<file path="src/rtl/fetch_unit_if.sv">
// Handshake bundle between the fetch stage, instruction memory, decode and the branch unit.
// master = fetch_unit side, slave = environment side.
interface fetch_unit_if;
    logic [31:0] imemAddr;
    logic [31:0] imemInstr;
    logic        outValid;
    logic        outReady;
    logic [31:0] outInstr;
    logic [31:0] outPc;
    logic        redirectValid;
    logic [31:0] redirectTarget;

    modport master (
        output imemAddr, outValid, outInstr, outPc,
        input  imemInstr, outReady, redirectValid, redirectTarget
    );

    modport slave (
        input  imemAddr, outValid, outInstr, outPc,
        output imemInstr, outReady, redirectValid, redirectTarget
    );
endinterface

</file>
<file path="src/rtl/fetch_unit.sv">
// Instruction-fetch stage: PC, one-entry IF/ID register, redirect, halt-on-zero and fetch counter.
// Optional macro FETCH_ALIGN_CHECK_EN adds a sticky FAULT state for misaligned redirect targets.
module fetch_unit #(
    parameter logic [31:0] RESET_PC   = 32'h0000_0000,
    parameter int          ADDR_WIDTH = 16,
    parameter int          CNT_WIDTH  = 32
) (
    input  logic                 clk,
    input  logic                 rst,
    input  logic                 start,
    output logic                 halted,
    output logic                 fault,
    output logic [CNT_WIDTH-1:0] fetchCount,
    fetch_unit_if.master         fio
);

    typedef enum logic [1:0] {
        IDLE  = 2'd0,
        RUN   = 2'd1,
        HALT  = 2'd2
`ifdef FETCH_ALIGN_CHECK_EN
        ,FAULT = 2'd3
`endif
    } state_e;

    state_e                state_q, state_d;
    logic [ADDR_WIDTH-1:0] pc_q, pc_d;
    logic                  out_valid_q, out_valid_d;
    logic [31:0]           out_instr_q, out_instr_d;
    logic [31:0]           out_pc_q, out_pc_d;
    logic [CNT_WIDTH-1:0]  count_q, count_d;

    logic                  accept;
    logic                  slot_free;
    logic [ADDR_WIDTH-1:0] redirect_pc;
    logic                  unused_target_bits;

    assign accept      = out_valid_q && fio.outReady;
    assign slot_free   = !out_valid_q || fio.outReady;
    assign redirect_pc = {fio.redirectTarget[ADDR_WIDTH-1:2], 2'b00};

    // Bits above the memory window and the forced-zero low bits never reach the PC.
    assign unused_target_bits = ^{fio.redirectTarget[31:ADDR_WIDTH], fio.redirectTarget[1:0]};

    always_comb begin
        // NOTE: every target gets a default before the case so no path leaves it unassigned (no latch).
        state_d     = state_q;
        pc_d        = pc_q;
        out_valid_d = out_valid_q;
        out_instr_d = out_instr_q;
        out_pc_d    = out_pc_q;
        count_d     = count_q;

        unique case (state_q)
            IDLE: begin
                out_valid_d = 1'b0;
                if (start) state_d = RUN;
            end

            RUN, HALT: begin
                if (fio.redirectValid) begin
                    out_valid_d = 1'b0;
`ifdef FETCH_ALIGN_CHECK_EN
                    if (fio.redirectTarget[1:0] != 2'b00) begin
                        state_d = FAULT;
                    end else begin
                        pc_d    = redirect_pc;
                        state_d = RUN;
                    end
`else
                    pc_d    = redirect_pc;
                    state_d = RUN;
`endif
                end else if (state_q == RUN && slot_free) begin
                    if (fio.imemInstr != 32'd0) begin
                        out_instr_d = fio.imemInstr;
                        out_pc_d    = 32'(pc_q);
                        out_valid_d = 1'b1;
                        pc_d        = pc_q + ADDR_WIDTH'(4);
                        if (count_q != '1) count_d = count_q + CNT_WIDTH'(1);
                    end else begin
                        // Zero word ends the stream; a word accepted this cycle still drains.
                        state_d = HALT;
                        if (accept) out_valid_d = 1'b0;
                    end
                end else if (accept) begin
                    out_valid_d = 1'b0;
                end
            end

`ifdef FETCH_ALIGN_CHECK_EN
            FAULT: begin
                out_valid_d = 1'b0;
            end
`endif

            default: begin
                state_d     = IDLE;
                out_valid_d = 1'b0;
            end
        endcase
    end

    // NOTE: sequential state uses non-blocking assignments so all registers update from pre-edge values.
    always_ff @(posedge clk) begin
        if (rst) begin
            state_q     <= IDLE;
            pc_q        <= RESET_PC[ADDR_WIDTH-1:0];
            out_valid_q <= 1'b0;
            out_instr_q <= 32'd0;
            out_pc_q    <= 32'd0;
            count_q     <= '0;
        end else begin
            state_q     <= state_d;
            pc_q        <= pc_d;
            out_valid_q <= out_valid_d;
            out_instr_q <= out_instr_d;
            out_pc_q    <= out_pc_d;
            count_q     <= count_d;
        end
    end

    assign fio.imemAddr = 32'(pc_q);
    assign fio.outValid = out_valid_q;
    assign fio.outInstr = out_instr_q;
    assign fio.outPc    = out_pc_q;
    assign halted       = (state_q == HALT);
    assign fetchCount   = count_q;
`ifdef FETCH_ALIGN_CHECK_EN
    assign fault        = (state_q == FAULT);
`else
    assign fault        = 1'b0;
`endif

endmodule

</file>
<file path="src/flat_wrapper.sv">
// flat-port wrapper written by rule: the top's interface ports become plain ports
module fetch_unit_flat 
#(
    parameter logic [31:0] RESET_PC   = 32'h0000_0000,
    parameter int          ADDR_WIDTH = 16,
    parameter int          CNT_WIDTH  = 32
)
  (clk, rst, start, halted, fault, fetchCount, fio_imemAddr, fio_outValid, fio_outInstr, fio_outPc, fio_imemInstr, fio_outReady, fio_redirectValid, fio_redirectTarget);
  fetch_unit_if fio_i ();
  input  logic clk;
  input  logic rst;
  input  logic start;
  output logic halted;
  output logic fault;
  output logic [CNT_WIDTH-1:0] fetchCount;
  output wire logic [$bits(fio_i.imemAddr)-1:0] fio_imemAddr;
  output wire logic [$bits(fio_i.outValid)-1:0] fio_outValid;
  output wire logic [$bits(fio_i.outInstr)-1:0] fio_outInstr;
  output wire logic [$bits(fio_i.outPc)-1:0] fio_outPc;
  input wire logic [$bits(fio_i.imemInstr)-1:0] fio_imemInstr;
  input wire logic [$bits(fio_i.outReady)-1:0] fio_outReady;
  input wire logic [$bits(fio_i.redirectValid)-1:0] fio_redirectValid;
  input wire logic [$bits(fio_i.redirectTarget)-1:0] fio_redirectTarget;
  assign fio_imemAddr = fio_i.imemAddr;
  assign fio_outValid = fio_i.outValid;
  assign fio_outInstr = fio_i.outInstr;
  assign fio_outPc = fio_i.outPc;
  assign fio_i.imemInstr = fio_imemInstr;
  assign fio_i.outReady = fio_outReady;
  assign fio_i.redirectValid = fio_redirectValid;
  assign fio_i.redirectTarget = fio_redirectTarget;
  fetch_unit #(.RESET_PC(RESET_PC), .ADDR_WIDTH(ADDR_WIDTH), .CNT_WIDTH(CNT_WIDTH)) u_core (.clk(clk), .rst(rst), .start(start), .halted(halted), .fault(fault), .fetchCount(fetchCount), .fio(fio_i));
endmodule
</file>
<file path="config.mk">
export PLATFORM = sky130hd
export DESIGN_NAME = fetch_unit_flat
export DESIGN_NICKNAME = d
export VERILOG_FILES = /design/src/rtl/fetch_unit_if.sv /design/src/rtl/fetch_unit.sv /design/src/flat_wrapper.sv
export SDC_FILE = /design/constraint.sdc
export NUM_CORES = 1
export LEC_CHECK = 0
export BUFFER_PORTS_ARGS = -buffer_cell sky130_fd_sc_hd__buf_4
export CORE_MARGIN = 8
export CORE_UTILIZATION = 25
export CTS_CLUSTER_DIAMETER = 150
export CTS_CLUSTER_SIZE = 8
export DETAILED_ROUTE_END_ITERATION = 10
export SLEW_MARGIN = 20
export SYNTH_ARGS = -nofsm -noshare
export SYNTH_HDL_FRONTEND = slang
export SYNTH_SLANG_ARGS = --single-unit
</file>
<file path="constraint.sdc">
create_clock -name clk -period 2 [get_ports clk]
set_input_delay 0.1 -clock clk [delete_from_list [all_inputs] [get_ports clk]]
set_output_delay 0.1 -clock clk [all_outputs]
set_load 0.01 [all_outputs]
</file>
# ---- Word level (Yosys, flattened, before mapping)
# Index checks and enable logic that the tools add are counted.
dict set report op_classes {
  n_eq_ne 6
  reduce_logical 14
  mux 11
  bitwise_logic 2
  addsub 2
}
# operator count
set ops {}
lappend ops {{$mux 16} 3}
lappend ops {{$add 32x1->32 const B} 1}
lappend ops {{$ne 32x32->1 const B} 1}
lappend ops {{$reduce_bool 32->1} 1}
lappend ops {{$add 16x3->16 const B} 1}
lappend ops {{$mux 2} 4}
lappend ops {{$reduce_and 3->1} 2}
lappend ops {{$reduce_and 5->1} 1}
lappend ops {{$pmux 2 s2} 1}
lappend ops {{$reduce_and 4->1} 1}
lappend ops {{$reduce_bool 2->1} 2}
lappend ops {{$mux 1} 3}
lappend ops {{$ne 3x2->1 const B} 1}
lappend ops {{$ne 3x3->1 const B} 1}
lappend ops {{$reduce_or 3->1} 1}
lappend ops {{$eq 2x1->1 const B} 1}
lappend ops {{$eq 2x2->1 const B} 1}
lappend ops {{$logic_and 1x1->1} 2}
lappend ops {{$logic_not 2->1} 1}
lappend ops {{$ne 2x2->1 const B} 1}
lappend ops {{$not 1->1} 2}
lappend ops {{$reduce_or 2->1} 1}
lappend ops {{$logic_not 1->1} 1}
lappend ops {{$logic_or 1x1->1} 1}
dict set report word_totals {
  wordCells 41
  ff_bits 99
  in_bits 69
  output_inout_bits 131
}

# ---- Longest topological paths before layout
# Gate-level depths: netlist of run 1.
dict set report logic_depth {
  depth_word 6
  mapped_depth 9
  depth_no_buf 7
}

# ---- Worst setup path after synthesis of run 1
# No wires, ideal clock.
dict set report synth_timing {
  path_type {register to register}
  startpoint {reg u_core.state_q[1]}
  endpoint {reg u_core.count_q[21] (netlist: u_core.fetchCount[21])}
  arrival_time_ns 2.077
  n_path_buf 2
  path_stages_with_launch 10
  required_time_ns 1.930
  period_less_slack_ns 2.147
  setup_ns 0.070
  path_slack_ns -0.147
  path_cell_list {dfxtp_1 > inv_1 > ha_1 > buf_2 > nand3b_1 > nor4b_4 > o2111ai_2 > buf_6 > or4_1 > a21oi_1}
}
dict set report synth_between {
  elab_chain_len 3
  elab_cells_between_ends 5
  classes_between {eq/ne: 2; reduce/logical: 3}
}
# item line_no
set synth_lines {}
lappend synth_lines {{start: declaration} fetch_unit.sv:26} ;# state_e state_q, state_d;
lappend synth_lines {{start signal: assignment} fetch_unit.sv:114} ;# state_q <= state_d;
lappend synth_lines {{$eq 2x2->1 / $eq 2x1->1 (equally long branches)} {fetch_unit.sv:54, fetch_unit.sv:74}}
lappend synth_lines {{$reduce_or 2->1 / $logic_and 1x1->1 (equally long branches)} {fetch_unit.sv:54, fetch_unit.sv:74}}
lappend synth_lines {{$reduce_and 5->1 (no source line) *} -}
lappend synth_lines {{end signal: assignment} fetch_unit.sv:119} ;# count_q <= count_d;
lappend synth_lines {{end: declaration} fetch_unit.sv:31} ;# logic [CNT_WIDTH-1:0] count_q, count_d;
# Mark *: on every way between the ends. The rest lies on a longest branch, timed or not.
# A chain may end at the register's enable or synchronous reset.

# ---- Final worst setup path of run 1
dict set report layout_timing {
  startpoint {reg u_core.state_q[0]}
  endpoint {reg u_core.count_q[29] (netlist: u_core.fetchCount[29])}
}
# The elaborated chain is that of the path after synthesis.

==> impl_metrics.yaml, run 1 <==
sta:
  fmax_ghz: 0.491
  fin_skew_ps: 7.57
  final-setup-viol-count: 8
  period_share: 1.02
  slew_headroom: 0.668
  hold_violations: 0
  rsz0062_at_grt: "true"
  tightest_slew_ps: 493
  period_minus_slack_ps: 2040
  maxSlewViolCount: 0
  setup_slack_ps: -35.1
  tns_ps: -140
synthesis:
  ys_top_cells_by_area: "dfxtp_1 (40%), nand2_1 (9.0%), a21oi_1 (8.2%)"
  syn-instance-count: 601
  synth_largest_area_cell: "dfxtp_1"
  synth_top_area_share: 0.398
  synth_ff_type: "dfxtp_1"
  synth_seq_cells: 95
  yosys_warnings: 0
  synth.most_common_cell: "nand2_1"
  yosysSeqAreaShare: 0.398
  synth_edf_count: 0
  synth_commonest_cells: "nand2_1 (114), dfxtp_1 (95), a21oi_1 (78), buf_4 (40), nor2_1 (26)"
  ys_types: 54
  synth-async-reset-ratio: 0
  syn_area_mm2: 0.00477
  syn_avg_cell_area_um2: 7.94
power:
  p_per_area_mw_per_mm2: 589
  p_leak_nw: 2.98
  vdd_drop_max_mv: 0.374
drt:
  first_pass_iters: 4
  totalWireLength_mm: 16.8
  vias: 5084
  ant_nets: 0
  route.detailed.drc: 0
  wire_per_inst_um: 15.7
  drt_iter0_markers: 269
  via_per_inst: 4.74
clocking:
  clock_latency_ps: 350
  cts_htree_levels: 3
  path_clk_slew_ps: 70
  cts_tree: "built"
  cts_inserted_buffers: 9
  clock-sinks: 95
  clockBufferDepth: 2
  root_buffer: "clkbuf_16"
floorplanning:
  die_y_um: 154
  pin_count: 200
  core_area_mm2: 0.0187
  start_util: 0.255
  die_x_um: 154
  num_rows: 50
  die_area_mm2: 0.0238
setup_path:
  cpMaxStageDelayCell: "or4_4"
  crit_type: "flip-flop to flip-flop"
  timing.rr.end: "u_core.fetchCount[29]"
  path_cells: "inv_2 > ha_4 > nand3b_1 > nor4b_4 > o2111ai_2 > buf_6 > or4_4 > a21oi_2"
  cp_top_family: "simple AND/OR/NAND/NOR gates"
  cp.arrival_ps: 2320
  critPathMaxFanout: 6
  critPathLaunchType: "flip-flop"
  rr_worst_depth: 8
  rrSetupSlack_ps: -40
  crit_buf_inv: 2
  crit_required_ps: 2280
  max_stage_delay_ps: 470
  cp-end-kind: "flip-flop"
  r2r_start: "u_core.state_q[0]"
layout:
  layout-drive-gt1-share: 0.369
  nets: 909
  postLayoutCoreUtil: 0.403
  area_delta_synth_final_pct: 57.7
  fill_cells: 1924
  diodes: 0
placement:
  portBuffers: 144
  finalWeightedCongestion: 0.769
  dp_hpwl_mm: 11.9
hold_path:
  min_path_cells: 3
  hold_start: "fio_redirectTarget[14]"
  hold_path_end: "u_core.pc_q[14]"
  hp-class: "input port to flip-flop"
global_route:
  overflow: 0
  antenna_found_initial: 0
  grt_use_total: 0.132
  grt_pass1_wl_mm: 25.2
  grt_max_degree: 47
  grt_pass1_vias: 4819
run:
  max-cap-violations: 0
status:
  status: "finished with violations"
  violations: "negative setup slack"
## worst reg2reg max path, cell delays in order, from the launching register on
cell and delay (ps):
dfxtp_2 340, inv_2 50, ha_4 260, nand3b_1 110
nor4b_4 240, o2111ai_2 190, buf_6 190, or4_4 470
a21oi_2 130
## cells by family after synthesis
group / Yosys count / share of synthesized area
other: 1 / 0.000786
adder cells (fa/ha/maj): 6 / 0.0157
buffers and inverters: 85 / 0.103
AND/OR/NAND/NOR: 265 / 0.281
multiplexers: 9 / 0.0212
flip-flops: 95 / 0.398
AO/OA/AOI/OAI: 139 / 0.178
XOR/XNOR: 1 / 0.00184
## metal layers
layer  up-vias  GRT usage  share of wire
met1      2376      0.159           0.45
met5         -          0              0
met2       136      0.218           0.47
li1       2553          -              -
met3        19     0.0334          0.058
met4         0     0.0555          0.020
## registers in the layout, summed over array words and instances (netlist names)
name,count
u_core.fetchCount,32
u_core.fio.outInstr,32
u_core.fio.outPc,14
u_core.fio.outValid,1
u_core.pc_q,14
u_core.state_q,2
## final cells by class
cell class,count,area [µm²],share of cell area
Clock buffer,9,225,0.0299
Clock inverter,7,61.3,0.00814
Inverter,9,33.8,0.00449
Multi-Input combinational cell,457,2840,0.378
Sequential cell,95,1900,0.253
Tap cell,234,293,0.0389
Timing Repair Buffer,262,2170,0.288
## through the flow
step	total power [mW]	hold WS [ps]	area [µm²]	setup slack, ps	std cells
2_1_floorplan	2.40	236	4930	-116	637
3_3_place_gp	2.67	359	6480	-61.5	1014
3_5_place_dp	2.67	366	6480	-111	1014
4_1_cts	4.45	1.17	7230	-30.6	1064
5_1_grt	4.65	20.9	7530	-137	1073
6_report	4.44	23.8	7530	-35.1	1073
## how the worst max path moves through the flow
stage                     slack [ps]                    end  cells past startpoint              start
after floorplan                 -120  u_core.fetchCount[21]                      9  u_core.state_q[1]
after global placement           -60         u_core.pc_q[9]                      7  u_core.state_q[0]
after detailed placement        -110         u_core.pc_q[9]                      7  u_core.state_q[1]
after CTS                        -30  u_core.fetchCount[29]                      8  u_core.state_q[1]
after global routing            -140  u_core.fetchCount[31]                      8  u_core.state_q[0]
final                            -40  u_core.fetchCount[29]                      8  u_core.state_q[0]
## cell usage in the layout (no fill, tap or decap), types with 5 or more instances in the layout
master,n
dfxtp_1,93
clkbuf_16,11
buf_4,219
nor2b_1,9
or4_4,9
inv_1,7
conb_1,37
a32o_1,5
nor4_4,7
a21oi_1,67
or4_1,8
buf_12,6
and3_1,5
o31ai_1,16
nand2_1,114
nor2_1,24
a21oi_2,9
o21ai_0,10
mux2_4,6
nor3_1,14
nand3_1,19
dlygate4sd3_1,31
nand4_1,19
nor4_1,8
## power breakdown
| part | internal (mW) | switching (mW) | total, mW |
|---|---|---|---|
| Combinational | 0.365 | 0.389 | 0.754 |
| Sequential | 1.94 | 0.0424 | 1.99 |
| Clock | 0.868 | 0.827 | 1.69 |
## timing repair
action                     4_1_cts  5_1_grt
hold endpoints to repair        31        0
setup endpoints to repair       19       84
setup buffers                    2        5
resized for setup               22       45
hold buffers                    31        0
gates cloned                     1        4
pin swaps                       16       15
(Power assumes the default switching activity.)
==> run 2, diff against run 1 <==
- CAP_MARGIN: unset -> 20
- CORE_UTILIZATION: 25 -> 44
- PLACE_DENSITY: unset -> 0.77
==> impl_metrics.yaml, run 2 (synthesized netlist as in run 1, its figures left out) <==
run:
  max-cap-violations: 0
global_route:
  grt_pass1_vias: 5104
  grt_use_total: 0.207
  grt_pass1_wl_mm: 24.9
  grt_max_degree: 41
  overflow: 0
  antenna_found_initial: 0
setup_path:
  max_stage_delay_ps: 480
  cp.arrival_ps: 2350
  path_cells: "inv_2 > ha_4 > nand3b_1 > nor4b_4 > o2111ai_2 > buf_6 > or4_4 > a21oi_2"
  cp_top_family: "simple AND/OR/NAND/NOR gates"
  cpMaxStageDelayCell: "or4_4"
  crit_required_ps: 2310
  crit_type: "flip-flop to flip-flop"
  critPathMaxFanout: 6
  crit_buf_inv: 2
  critPathLaunchType: "flip-flop"
  cp-end-kind: "flip-flop"
sta:
  setup_slack_ps: -46.8
  maxSlewViolCount: 0
  period_share: 1.02
  hold_violations: 0
  period_minus_slack_ps: 2050
  fmax_ghz: 0.489
  final-setup-viol-count: 4
  rsz0062_at_grt: "true"
  fin_skew_ps: 8.57
status:
  status: "finished with violations"
  violations: "negative setup slack"
layout:
  fill_cells: 857
  area_delta_synth_final_pct: 48.5
  layout-drive-gt1-share: 0.345
  nets: 897
  mostFrequentLayoutCells: "buf_4 (208), nand2_1 (114), dfxtp_1 (92)"
  final_common_cell: "buf_4"
  diodes: 0
floorplanning:
  num_rows: 38
  die_x_um: 120
  die_area_mm2: 0.0144
  start_util: 0.446
  pin_count: 200
  core_area_mm2: 0.0107
  die_y_um: 120
drt:
  route.detailed.drc: 0
  vias: 5315
  drt_iter0_markers: 483
  ant_nets: 0
  totalWireLength_mm: 16.1
  first_pass_iters: 5
  via_per_inst: 5.50
  wire_per_inst_um: 16.7
placement:
  finalWeightedCongestion: 0.905
  dp_worst_setup_slack_ps: -86.1
  dp_hpwl_mm: 11.3
  portBuffers: 144
hold_path:
  hp-class: "input port to flip-flop"
power:
  vdd_drop_max_mv: 0.393
  p_leak_nw: 2.86
  finalPower_mw: 4.16
  p_per_area_mw_per_mm2: 587
clocking:
  root_buffer: "clkbuf_8"
  cts_htree_levels: 3
  clockBufferDepth: 2
  path_clk_slew_ps: 100
  cts_inserted_buffers: 9
  clock-sinks: 95
  clock_latency_ps: 360
  cts_tree: "built"
## run 2: metrics by stage
stage               TNS, ps  instance area [µm²]  std cells  utilization  hold WS [ps]
floorplan              -611                 4930        637            -           236
global placement       -127                 6310        910        0.590           360
detailed placement     -516                 6310        910        0.590           368
CTS                   -9.87                 6870        959        0.642         0.239
global route          -1470                 7090        967        0.663          18.7
finish                -95.5                 7090        967        0.663          22.8
## run 2: repair_timing
item / in CTS / in global routing
buffers inserted: 1 / 6
pin swaps: 7 / 10
gates resized for setup: 2 / 34
hold buffers: 31 / 1
cloned: 1 / 1
hold endpoints to repair: 31 / 1
setup endpoints to repair: 13 / 90
## run 2: worst paths after layout
| kind | startpoint | to | slack (ps) | cells past startpoint |
|---|---|---|---|---|
| min reg2reg | u_core.fio.outPc[4] | u_core.fio.outPc[4] | 460 | 2 |
| max | u_core.state_q[1] | u_core.fetchCount[19] | -50 | 8 |
| min | fio_redirectTarget[14] | u_core.pc_q[14] | 20 | 3 |
| max reg2reg | u_core.state_q[1] | u_core.fetchCount[19] | -50 | 8 |
## run 2: layout make-up
class | count | area [µm²] | share of cell area
Multi-Input combinational cell | 458 | 2700 | 0.381
Timing Repair Buffer | 249 | 2040 | 0.288
Sequential cell | 95 | 1910 | 0.269
Tap cell | 140 | 175 | 0.0247
Clock buffer | 10 | 138 | 0.0194
Clock inverter | 6 | 91.3 | 0.0129
Inverter | 9 | 33.8 | 0.00477
## run 2: worst min-delay path, delay by kind of cell
family	cells	cell delay, ps
compound gates	2	170
buf+inv	1	80
## run 2: power by group
part	switching, mW	internal [mW]	total, mW
combinational	0.377	0.343	0.721
clock	0.707	0.746	1.45
sequential	0.0458	1.94	1.99
## run 2: metal layers
metal	global-route usage	wire (µm)	vias up
met4	0.0890	415	0
li1	-	-	2529
met1	0.230	6340	2520
met2	0.372	8220	233
met3	0.0465	1170	33
met5	0	0	-
==> run 3, diff against run 2 <==
- CORE_UTILIZATION: 44 -> 40
- PLACE_DENSITY: 0.77 -> 0.71
==> impl_metrics.yaml, run 3 (synthesized netlist as in run 1, its figures left out) <==
sta:
  fmax_ghz: 0.476
  fin_skew_ps: 7.28
  tightest_slew_ps: 637
  setup_slack_ps: -101
  rsz0062_at_grt: "true"
  final-setup-viol-count: 13
  hold_violations: 0
  slew_headroom: 0.576
  period_share: 1.05
  period_minus_slack_ps: 2100
  maxSlewViolCount: 0
  tns_ps: -550
clocking:
  cts_inserted_buffers: 9
  root_buffer: "clkbuf_16"
  clock-sinks: 95
  cts_tree: "built"
  cts_htree_levels: 3
  path_clk_slew_ps: 70
  clockBufferDepth: 2
  hold_buffers: 0
  clock_latency_ps: 340
drt:
  vias: 5110
  ant_nets: 0
  first_pass_iters: 4
  wire_per_inst_um: 17.1
  wl_met1_mm: 6.62
  totalWireLength_mm: 16.1
  drt_iter0_markers: 400
  route.detailed.drc: 0
  dr_wl_met3_mm: 1.05
  via_per_inst: 5.41
  met2_length_mm: 8.24
  top_layer_used: "met4"
setup_path:
  max_stage_delay_ps: 480
  rrSetupSlack_ps: -100
  critPathMaxFanout: 4
  crit_required_ps: 2280
  crit_type: "flip-flop to flip-flop"
  critPathLaunchType: "flip-flop"
  r2r_start: "u_core.state_q[0]"
  path_cells: "inv_2 > ha_4 > nand3b_1 > nor4b_4 > o2111ai_4 > buf_6 > or4_4 > a21oi_2"
  rr_worst_depth: 8
  cp-end-kind: "flip-flop"
  cp.arrival_ps: 2380
  timing.rr.end: "u_core.fetchCount[23]"
  cpMaxStageDelayCell: "or4_4"
layout:
  mostFrequentLayoutCells: "buf_4 (201), nand2_1 (113), dfxtp_1 (88)"
  layout-drive-gt1-share: 0.393
  final_common_cell: "buf_4"
  area_delta_synth_final_pct: 49.2
  diodes: 0
  final_cell_count_no_fill: 944
  nets: 867
power:
  seqPwrFrac: 0.450
  finalPower_mw: 4.42
  p_switching_mw: 1.23
  intPower_mw: 3.19
  p_clk_frac: 0.390
  vdd_drop_max_mv: 0.437
  p_leak_nw: 2.82
  sw_frac_of_total: 0.279
  p_per_area_mw_per_mm2: 621
  combPwrFrac: 0.161
floorplanning:
  start_util: 0.404
  die_area_mm2: 0.0157
  num_rows: 40
  die_y_um: 125
  core_area_mm2: 0.0118
  pin_count: 200
  die_x_um: 125
global_route:
  grt_use_total: 0.184
  grt_pass1_vias: 4844
  grt_max_degree: 53
  overflow: 0
  antenna_found_initial: 0
  grt_pass1_wl_mm: 24.3
hold_path:
  hp-class: "input port to flip-flop"
  hold_start: "fio_imemInstr[15]"
  hold_path_end: "u_core.fio.outInstr[15]"
  min_path_cells: 3
placement:
  placed_cells: 912
  dp_worst_setup_slack_ps: -228
  portBuffers: 144
  dp_hpwl_mm: 11.0
  finalWeightedCongestion: 0.870
status:
  status: "finished with violations"
  violations: "negative setup slack"
run:
  max-cap-violations: 0
## run 3: cell count changes in the layout (fill, tap and decap cells not counted), moves of 4 or more
cell           previous run  this run
a21oi_1                  72        63
dfxtp_1                  92        88
clkbuf_8                 10         1
or4_4                     3        10
a21oi_2                   5        13
or4_1                    14         7
buf_4                   208       201
dfxtp_2                   3         7
buf_6                     2         8
dlygate4sd3_1            32         0
clkbuf_16                 0        12
## run 3: worst max-delay path by stage
stage / start / to / slack (ps) / depth (start not counted)
6_report: u_core.state_q[0] / u_core.fetchCount[23] / -100 / 8
5_1_grt: u_core.state_q[0] / u_core.fetchCount[17] / -240 / 8
4_1_cts: u_core.state_q[0] / u_core.fetchCount[17] / -90 / 8
3_5_place_dp: u_core.state_q[1] / u_core.fetchCount[19] / -230 / 8
3_3_place_gp: u_core.state_q[0] / u_core.fetchCount[21] / -140 / 8
2_1_floorplan: u_core.state_q[1] / u_core.fetchCount[21] / -120 / 9
## run 3: metrics by stage
stage          cell area (µm²)  hold WS, ps  utilization
2_1_floorplan             4930          236            -
3_3_place_gp              6240          360        0.529
3_5_place_dp              6240          366        0.529
4_1_cts                   6750         4.66        0.571
5_1_grt                   7120         6.69        0.603
6_report                  7120         10.1        0.603
## run 3: final cells by class
type                       count  area (µm²)
multi-input combinational    458        2870
tap                          147         184
clock inverter                 6        57.6
timing repair buffer         219        1830
clock buffer                  10         239
sequential                    95        1910
inverter                       9        33.8
fill                        1010        4690
## run 3: critical path: cells and delay by family (launching register included)
family,cells,cell delay (ps)
flip-flops,1,340
buffers and inverters,2,220
adder cells (fa/ha/maj),1,260
AND/OR/NAND/NOR,3,890
AO/OA/AOI/OAI,2,330
## run 3: per-layer routing
layer / vias up / track usage
li1: 2486 / -
met1: 2417 / 0.219
met2: 188 / 0.320
met3: 19 / 0.0484
met4: 0 / 0.0537
met5: - / 0
## run 3: power by group through the flow
stage,Combinational (mW),Sequential [mW],Clock [mW]
global placement,0.591,2.03,0
CTS,0.650,1.99,1.74
finish,0.711,1.99,1.72
global route,0.771,2.00,1.83
floorplan,0.344,2.06,0
detailed placement,0.600,2.03,0
## run 3: timing repair
| action | CTS | global route |
|---|---|---|
| setup buffers | 5 | 5 |
| pin swaps | 18 | 25 |
| gates cloned | 3 | 4 |
| setup endpoints to repair | 22 | 72 |
| gates resized for setup | 22 | 59 |
